**config.mk**
```make
export PLATFORM = sky130hd
export DESIGN_NAME = cordic_nco
export DESIGN_NICKNAME = d
export VERILOG_FILES = /design/src/rtl/cordic_nco.sv
export SDC_FILE = /design/constraint.sdc
export NUM_CORES = 2
export LEC_CHECK = 0
export CAP_MARGIN = 20
export CELL_PAD_IN_SITES_DETAIL_PLACEMENT = 0
export CELL_PAD_IN_SITES_GLOBAL_PLACEMENT = 1
export CORE_MARGIN = 2
export CORE_UTILIZATION = 54
export DETAILED_ROUTE_END_ITERATION = 6
export PLACE_DENSITY_LB_ADDON = 0.3
export SYNTH_ARGS = -nofsm -noshare
export SYNTH_HDL_FRONTEND = slang
export SYNTH_SLANG_ARGS = --single-unit
```
**constraint.sdc**
```tcl
create_clock -name clk -period 9.21 [get_ports clk]
set_input_delay 1.842 -clock clk [delete_from_list [all_inputs] [get_ports clk]]
set_output_delay 1.842 -clock clk [all_outputs]
set_load 0.01 [all_outputs]
```
**src/rtl/cordic_nco.sv**
```systemverilog
// cordic_nco: phase accumulator feeding a fully pipelined CORDIC rotator.
// Produces gain-compensated signed sine/cosine of the accumulated phase.
// The output carries the residual angle and a valid flag that travels
// alongside each sample through the pipeline.
module cordic_nco #(
  parameter int DW   = 16,
  parameter int PW   = 32,
  parameter int ITER = 14
) (
  input  logic                 clk,
  input  logic                 rst,
  input  logic [PW-1:0]        ftw,
  input  logic                 ftw_load,
  input  logic [PW-1:0]        poff,
  input  logic                 phase_clr,
  input  logic                 en,
  output logic signed [DW:0]   sin,
  output logic signed [DW:0]   cos,
  output logic signed [DW:0]   err,
  output logic                 out_valid
);

  localparam real PI = 3.14159265358979323846;

  // atan(2^-k) in phase LSBs, where 2^(DW-1) LSB = pi.
  // Uses a power series so that only real arithmetic is needed.
  function automatic int atan_lsb(input int unsigned k);
    real x;
    real xx;
    real term;
    real sum;
    if (k == 0) begin
      sum = PI / 4.0;
    end else begin
      x = 1.0;
      for (int unsigned i = 0; i < k; i++) x = x / 2.0;
      xx   = x * x;
      term = x;
      sum  = 0.0;
      for (int unsigned n = 0; n < 20; n++) begin
        sum  = sum + (((n % 2) == 0) ? term : -term) / real'(2 * n + 1);
        term = term * xx;
      end
    end
    return $rtoi(sum * real'(2 ** (DW - 1)) / PI + 0.5);
  endfunction

  // Packed table of all micro-rotation angles, built at elaboration.
  function automatic logic [ITER*(DW+1)-1:0] build_atan();
    logic [ITER*(DW+1)-1:0] t;
    t = '0;
    for (int unsigned k = 0; k < ITER; k++) begin
      t[k*(DW+1) +: DW+1] = (DW+1)'(atan_lsb(k));
    end
    return t;
  endfunction

  localparam logic [ITER*(DW+1)-1:0] ATAN_TAB = build_atan();
  localparam logic signed [DW:0] X0 =
    (DW+1)'($rtoi(0.607253 * real'(2 ** (DW - 1)) + 0.5));

  logic [PW-1:0]        inc_q;
  logic [PW-1:0]        off_q;
  logic [PW-1:0]        acc_q;
  logic [PW-1:0]        acc_d;
  logic [DW-1:0]        ph_d;

  logic signed [DW:0]   x_q [ITER+1];
  logic signed [DW:0]   y_q [ITER+1];
  logic signed [DW:0]   z_q [ITER+1];
  logic [1:0]           q_q [ITER+1];
  logic [ITER:0]        v_q;

  // Phase presented to stage 0 and next accumulator value (clear beats advance).
  always_comb begin
    ph_d  = DW'((acc_q + off_q) >> (PW - DW));
    acc_d = acc_q;
    if (phase_clr) begin
      acc_d = '0;
    end else if (en) begin
      acc_d = acc_q + inc_q;
    end
  end

  // Tuning registers and phase accumulator.
  always_ff @(posedge clk) begin
    if (rst) begin
      inc_q <= '0;
      off_q <= '0;
      acc_q <= '0;
    end else begin
      acc_q <= acc_d;
      if (ftw_load) begin
        inc_q <= ftw;
        off_q <= poff;
      end
    end
  end

  // Quadrant fold into stage 0, then ITER micro-rotation stages; data
  // registers clock every cycle and only the valid chain qualifies them.
  always_ff @(posedge clk) begin
    if (rst) begin
      for (int unsigned k = 0; k <= ITER; k++) begin
        x_q[k] <= '0;
        y_q[k] <= '0;
        z_q[k] <= '0;
        q_q[k] <= '0;
      end
      v_q <= '0;
    end else begin
      x_q[0] <= X0;
      y_q[0] <= '0;
      z_q[0] <= {3'b000, ph_d[DW-3:0]};
      q_q[0] <= ph_d[DW-1:DW-2];
      v_q    <= {v_q[ITER-1:0], en};
      for (int unsigned k = 0; k < ITER; k++) begin
        if (z_q[k][DW]) begin
          x_q[k+1] <= x_q[k] + (y_q[k] >>> k);
          y_q[k+1] <= y_q[k] - (x_q[k] >>> k);
          z_q[k+1] <= z_q[k] + $signed(ATAN_TAB[k*(DW+1) +: DW+1]);
        end else begin
          x_q[k+1] <= x_q[k] - (y_q[k] >>> k);
          y_q[k+1] <= y_q[k] + (x_q[k] >>> k);
          z_q[k+1] <= z_q[k] - $signed(ATAN_TAB[k*(DW+1) +: DW+1]);
        end
        q_q[k+1] <= q_q[k];
      end
    end
  end

  // Quadrant unfold into the registered outputs; outputs hold between samples.
  always_ff @(posedge clk) begin
    if (rst) begin
      sin       <= '0;
      cos       <= '0;
      err       <= '0;
      out_valid <= 1'b0;
    end else begin
      out_valid <= v_q[ITER];
      if (v_q[ITER]) begin
        case (q_q[ITER])
          2'd0: begin
            cos <= x_q[ITER];
            sin <= y_q[ITER];
          end
          2'd1: begin
            cos <= -y_q[ITER];
            sin <= x_q[ITER];
          end
          2'd2: begin
            cos <= -x_q[ITER];
            sin <= -y_q[ITER];
          end
          default: begin
            cos <= y_q[ITER];
            sin <= -x_q[ITER];
          end
        endcase
        err <= z_q[ITER];
      end
    end
  end

endmodule

```
==> Word-level counts from Yosys, hierarchy flattened <==
Memories as Yosys holds them, arrays and structs flattened. A register that Yosys moved wholly into a read port is not among the register bits.
Cells that the tools add are included.
{ "word_totals": {"ff_bits": 146, "ramBits": 795, "inputBits": 69, "output_inout_bits": 52, "elab_cells": 395, "memories": 4} }
{ "op_classes": {"add_sub_neg": 87, "eq_ne": 2, "mux": 191, "bitwise_logic": 102, "reduce_logical": 2} }
{ "mem_list": {"columns": ["memory", "words", "width", "rd", "rd_clocked_by_memory_dff", "wr", "line", "rtl"], "rows": [
  ["x_q", 15, 17, 15, 0, 15, "68", "logic signed [DW:0] x_q [ITER+1];"],
  ["y_q", 15, 17, 15, 0, 15, "69", "logic signed [DW:0] y_q [ITER+1];"],
  ["z_q", 15, 17, 15, 1, 15, "70", "logic signed [DW:0] z_q [ITER+1];"],
  ["q_q", 15, 2, 15, 0, 15, "71", "logic [1:0] q_q [ITER+1];"]
]} }
{ "ops": {"columns": ["op", "n"], "rows": [
  ["$mux 17", 87],
  ["$or 1x1->1", 102],
  ["$pmux 17 s3", 2],
  ["$mux 1", 87],
  ["$add 32x32->32", 2],
  ["$add 17x10->17", 2],
  ["$add 17x11->17", 2],
  ["$add 17x12->17", 2],
  ["$add 17x13->17", 2],
  ["$add 17x14->17", 2],
  ["$add 17x15->17", 2],
  ["$add 17x16->17", 2],
  ["$add 17x4->17", 2],
  ["$add 17x5->17", 2],
  ["$add 17x6->17", 2],
  ["$add 17x7->17", 2],
  ["$add 17x8->17", 2],
  ["$add 17x9->17", 2],
  ["$neg 17->17", 2],
  ["$sub 17x10->17", 2],
  ["$sub 17x11->17", 2],
  ["$sub 17x12->17", 2],
  ["$sub 17x13->17", 2],
  ["$sub 17x14->17", 2],
  ["43 further kinds", 66]
]} }

==> Depth between registers and ports, before layout <==
{ "logic_depth": {"word_depth": 5, "mapped_depth": 17, "mapped_depth_nobuf": 17} }

==> Worst setup path before layout <==
No wires, ideal clock.
{ "synth_timing": {"path_type": "input to register", "from": "input port rst", "to": "memory x_q[7][15] in the netlist's numbering (data pin)", "setup_time_ns": 0.139, "arrival_ns": 5.723, "t_required_ns": 9.071, "slack_ns": 3.348, "cell_stages": 16, "path_buffers": 3, "path_cell_list": "clkbuf_1 > or2_2 > clkbuf_1 > inv_1 > buf_1 > mux2i_1 > ha_1 > nor2b_1 > o21a_1 > o21ai_0 > a21oi_1 > a41o_1 > o41ai_1 > o21ai_0 > a2111oi_0 > nand4b_1"} }
{ "synth_rtl": {"columns": ["item", "line", "rtl"], "rows": [
  ["from (decl)", "11", "input logic rst,"],
  ["to (decl)", "68", null]
]} }

==> run metrics <==
status=finished, final reports clean; cell family with most CP delay=simple AND/OR/NAND/NOR gates; RSZ-0062 raised after global routing=false; Die X=347.5 microns; synthesized cell area=0.06372 sq mm; final total power=24390 uW; Post-synth EDFFs=635; postcts setup bufs=0; Setup crit end kind=flip-flop; core area=0.1176 sq mm; VDD IR max=198.4 uV; GRT Total Usage=24.48%; post-DP HPWL=114.8 mm; Async SR Flop Fraction=0%; mean area per synthesized cell=9.330 sq um; DRC=0; cell with the most instances after synthesis=nor2_1; max_slew headroom=29.03%; Ant. Diodes=0; pre-CTS setup slack=2.431 ns; final critical-path required period=6.063 ns; Final Core Density=61.28%; TNS Setup=0 ns; crit path max fanout=61; Layout Skew=0.03841 ns; Synth Area in XOR/XNOR=8.976%; largest family of logic cells by synthesized area=simple AND/OR/NAND/NOR gates; WP data required=9.64 ns; Worst-Skew Late Latency=0.71 ns; Syn Inst Count=6829; layout cell share with drive strength beyond 1=4.234%; Rows=126; post-synth top area cell=edfxtp_1; initial antenna violation count=1; filler cell count=10240; first-pass GRT wire length=243.1 mm; adder-cell share of the synthesized area=15.15%; Final Max Slew Viols=0; CTS tree=built; max cap viols=0; ANT nets after route=0; Critical Setup Path Class=in -> reg; H-Tree Depth=3; die area=0.1208 sq mm; Vias=49760; die height=347.5 microns; Critical Path Most Common Cell=o21ai_0; distinct cell type count after synthesis=82; sequential element share of the synthesized area=37.00%; grt ovf=0; Worst Max-Slew Pin Slew=1.065 ns; wire length per cell=16.29 microns; CP bufs+invs=3; PortBufs=120; Final setup viols=0; final wirelength=148.5 mm; Area Growth Syn to Fin=13.12%; Final Hold Fails=0; vias in the first global route=48460; post-synthesis mux area share=3.454%; post-synthesis compound-gate area fraction=15.26%; Yosys top cell area share=29.93%; DR pass1 iterations=5; ys flop type=edfxtp_1; I/O pins=121; fin crit share=65.83%; CTS Buf Count=100; Vias/cell=5.458; Hold WS=0.4294 ns; Reg-to-Reg Start=z_q[10][16]$_SDFFCE_PP0P_; crit path cell chain=buf_8, buf_4, or2_2, inv_1, nor2_1, xor2_1, ha_1, a21o_1, a21oi_1, o21ai_0, nand2_1, o21ai_0, o41ai_1, o21ai_0, and3_1, or4_1; Simple-Gate Fraction of Synth Area=17.10%; Worst Setup SP=rst; Syn. warnings=0; CTS Hold Buffers Added=0; PwrDens=338.4 mW/mm^2; largest net degree at the start of global routing=196; Hold Path Class=reg -> reg; nets@finish=8314; maximum clock rate=164.9 MHz; CP max-delay cell=buf_4; Clock Path Buffers=3; Worst Path Arrival=6.49 ns; Initial Util=54.18%; top post-synthesis cells by area=edfxtp_1 (30%), ha_1 (14%), dfxtp_1 (7.1%); clk root buf=clkbuf_16; CP max stage delay=0.56 ns; Worst Hold Launch=z_q[0][13]$_SDFF_PP0_; clk slew on worst S/H paths=0.06 ns; Final WS setup=3.147 ns; total clock sinks=860; initial DRC count=2836; Synth top cells by count=nor2_1 (987), ha_1 (709), edfxtp_1 (635), a21oi_1 (506), nand2_1 (389); Leak Pwr=0.03125 uW; Resized Gates After CTS=0; FF+latch count, synth=860; gpl congestion=0.8815; Worst setup SP type=input pin
-- worst register-to-register path, delay by kind of cell, from the launching register on --
family,cells,cell delay [ns]
xor gates and xnor gates,2,0.34
AOI/OAI and AO/OA,5,1.78
and+or+nand+nor,4,0.91
buffers and inverters,1,0.69
DFF,1,0.31
adders and majority gates,1,0.29
-- final cells by class --
cell class                 count  area [sq um]  area share (%)
clock inverter                70         772.0           1.071
timing repair buffer         144          1404           1.948
sequential                   860         23580           32.71
tap                         1536          1922           2.666
inverter                     302          1134           1.573
multi-input combinational   6089         40580           56.30
clock buffer                 116          2688           3.729
-- sequential cells by signal, summed over array words and instances (netlist names) --
signal,flops
inc_q,32
v_q,15
x_q,209
out_valid,1
z_q,251
sin,17
y_q,207
acc_q,32
err,17
off_q,32
cos,17
q_q,30
-- per-layer routing --
metal | track usage, % | vias to the layer above | share of wire (%)
met2 | 45.77 | 801 | 51
met3 | 2.730 | 262 | 3.0
met5 | 0 | - | 0
li1 | - | 25400 | -
met1 | 29.12 | 23300 | 42
met4 | 7.934 | 0 | 3.3
-- worst paths after layout --
| check | to | slack, ns | depth (start not counted) |
|---|---|---|---|
| worst max-delay path | y_q[14][16]$_SDFFCE_PP0P_ | 3.15 | 16 |
| worst min register to register | z_q[1][13]$_SDFF_PP0_ | 0.43 | 1 |
| worst max register to register | y_q[11][15]$_SDFFCE_PP0P_ | 4.63 | 13 |
| worst min-delay path | z_q[1][13]$_SDFF_PP0_ | 0.43 | 1 |
-- cells in the final DEF, fill, tap and decap left out, types with 29 or more instances in the layout --
cell	instances
nor3_1	225
mux2i_1	140
nor4_1	29
fa_1	39
clkbuf_16	104
xor2_1	266
a21o_1	207
and3_1	47
edfxtp_1	635
a21oi_1	506
nand2b_1	85
o31ai_1	63
o21a_1	40
clkdlybuf4s50_1	117
nor2_1	987
nand3_1	159
o21ai_0	254
nand2_1	389
dfxtp_1	223
nor2b_1	175
ha_1	709
a211oi_1	38
xnor2_1	387
or2_2	37
conb_1	636
or3_1	66
a31oi_1	83
o21bai_1	59
o211ai_1	32
inv_1	295
-- through the flow --
stage / area [sq um] / instances
4_1_cts: 72070 / 9117
6_report: 72070 / 9117
5_1_grt: 72070 / 9117
3_5_place_dp: 68610 / 8931
2_1_floorplan: 66100 / 7463
3_3_place_gp: 68610 / 8931
-- power by group --
group / total, uW / switching (uW) / internal (uW)
clock network: 4150 / 1660 / 2490
logic: 13600 / 7760 / 5800
registers: 6680 / 1060 / 5620
-- cell families after synthesis --
family          count (synthesis)
compound gates               1523
flops                         860
fa+ha+maj                     748
mux                           187
other cells                     2
xor+xnor                      653
buf+inv                       514
simple gates                 2342
Note: power is estimated with default switching activity, not from simulation.
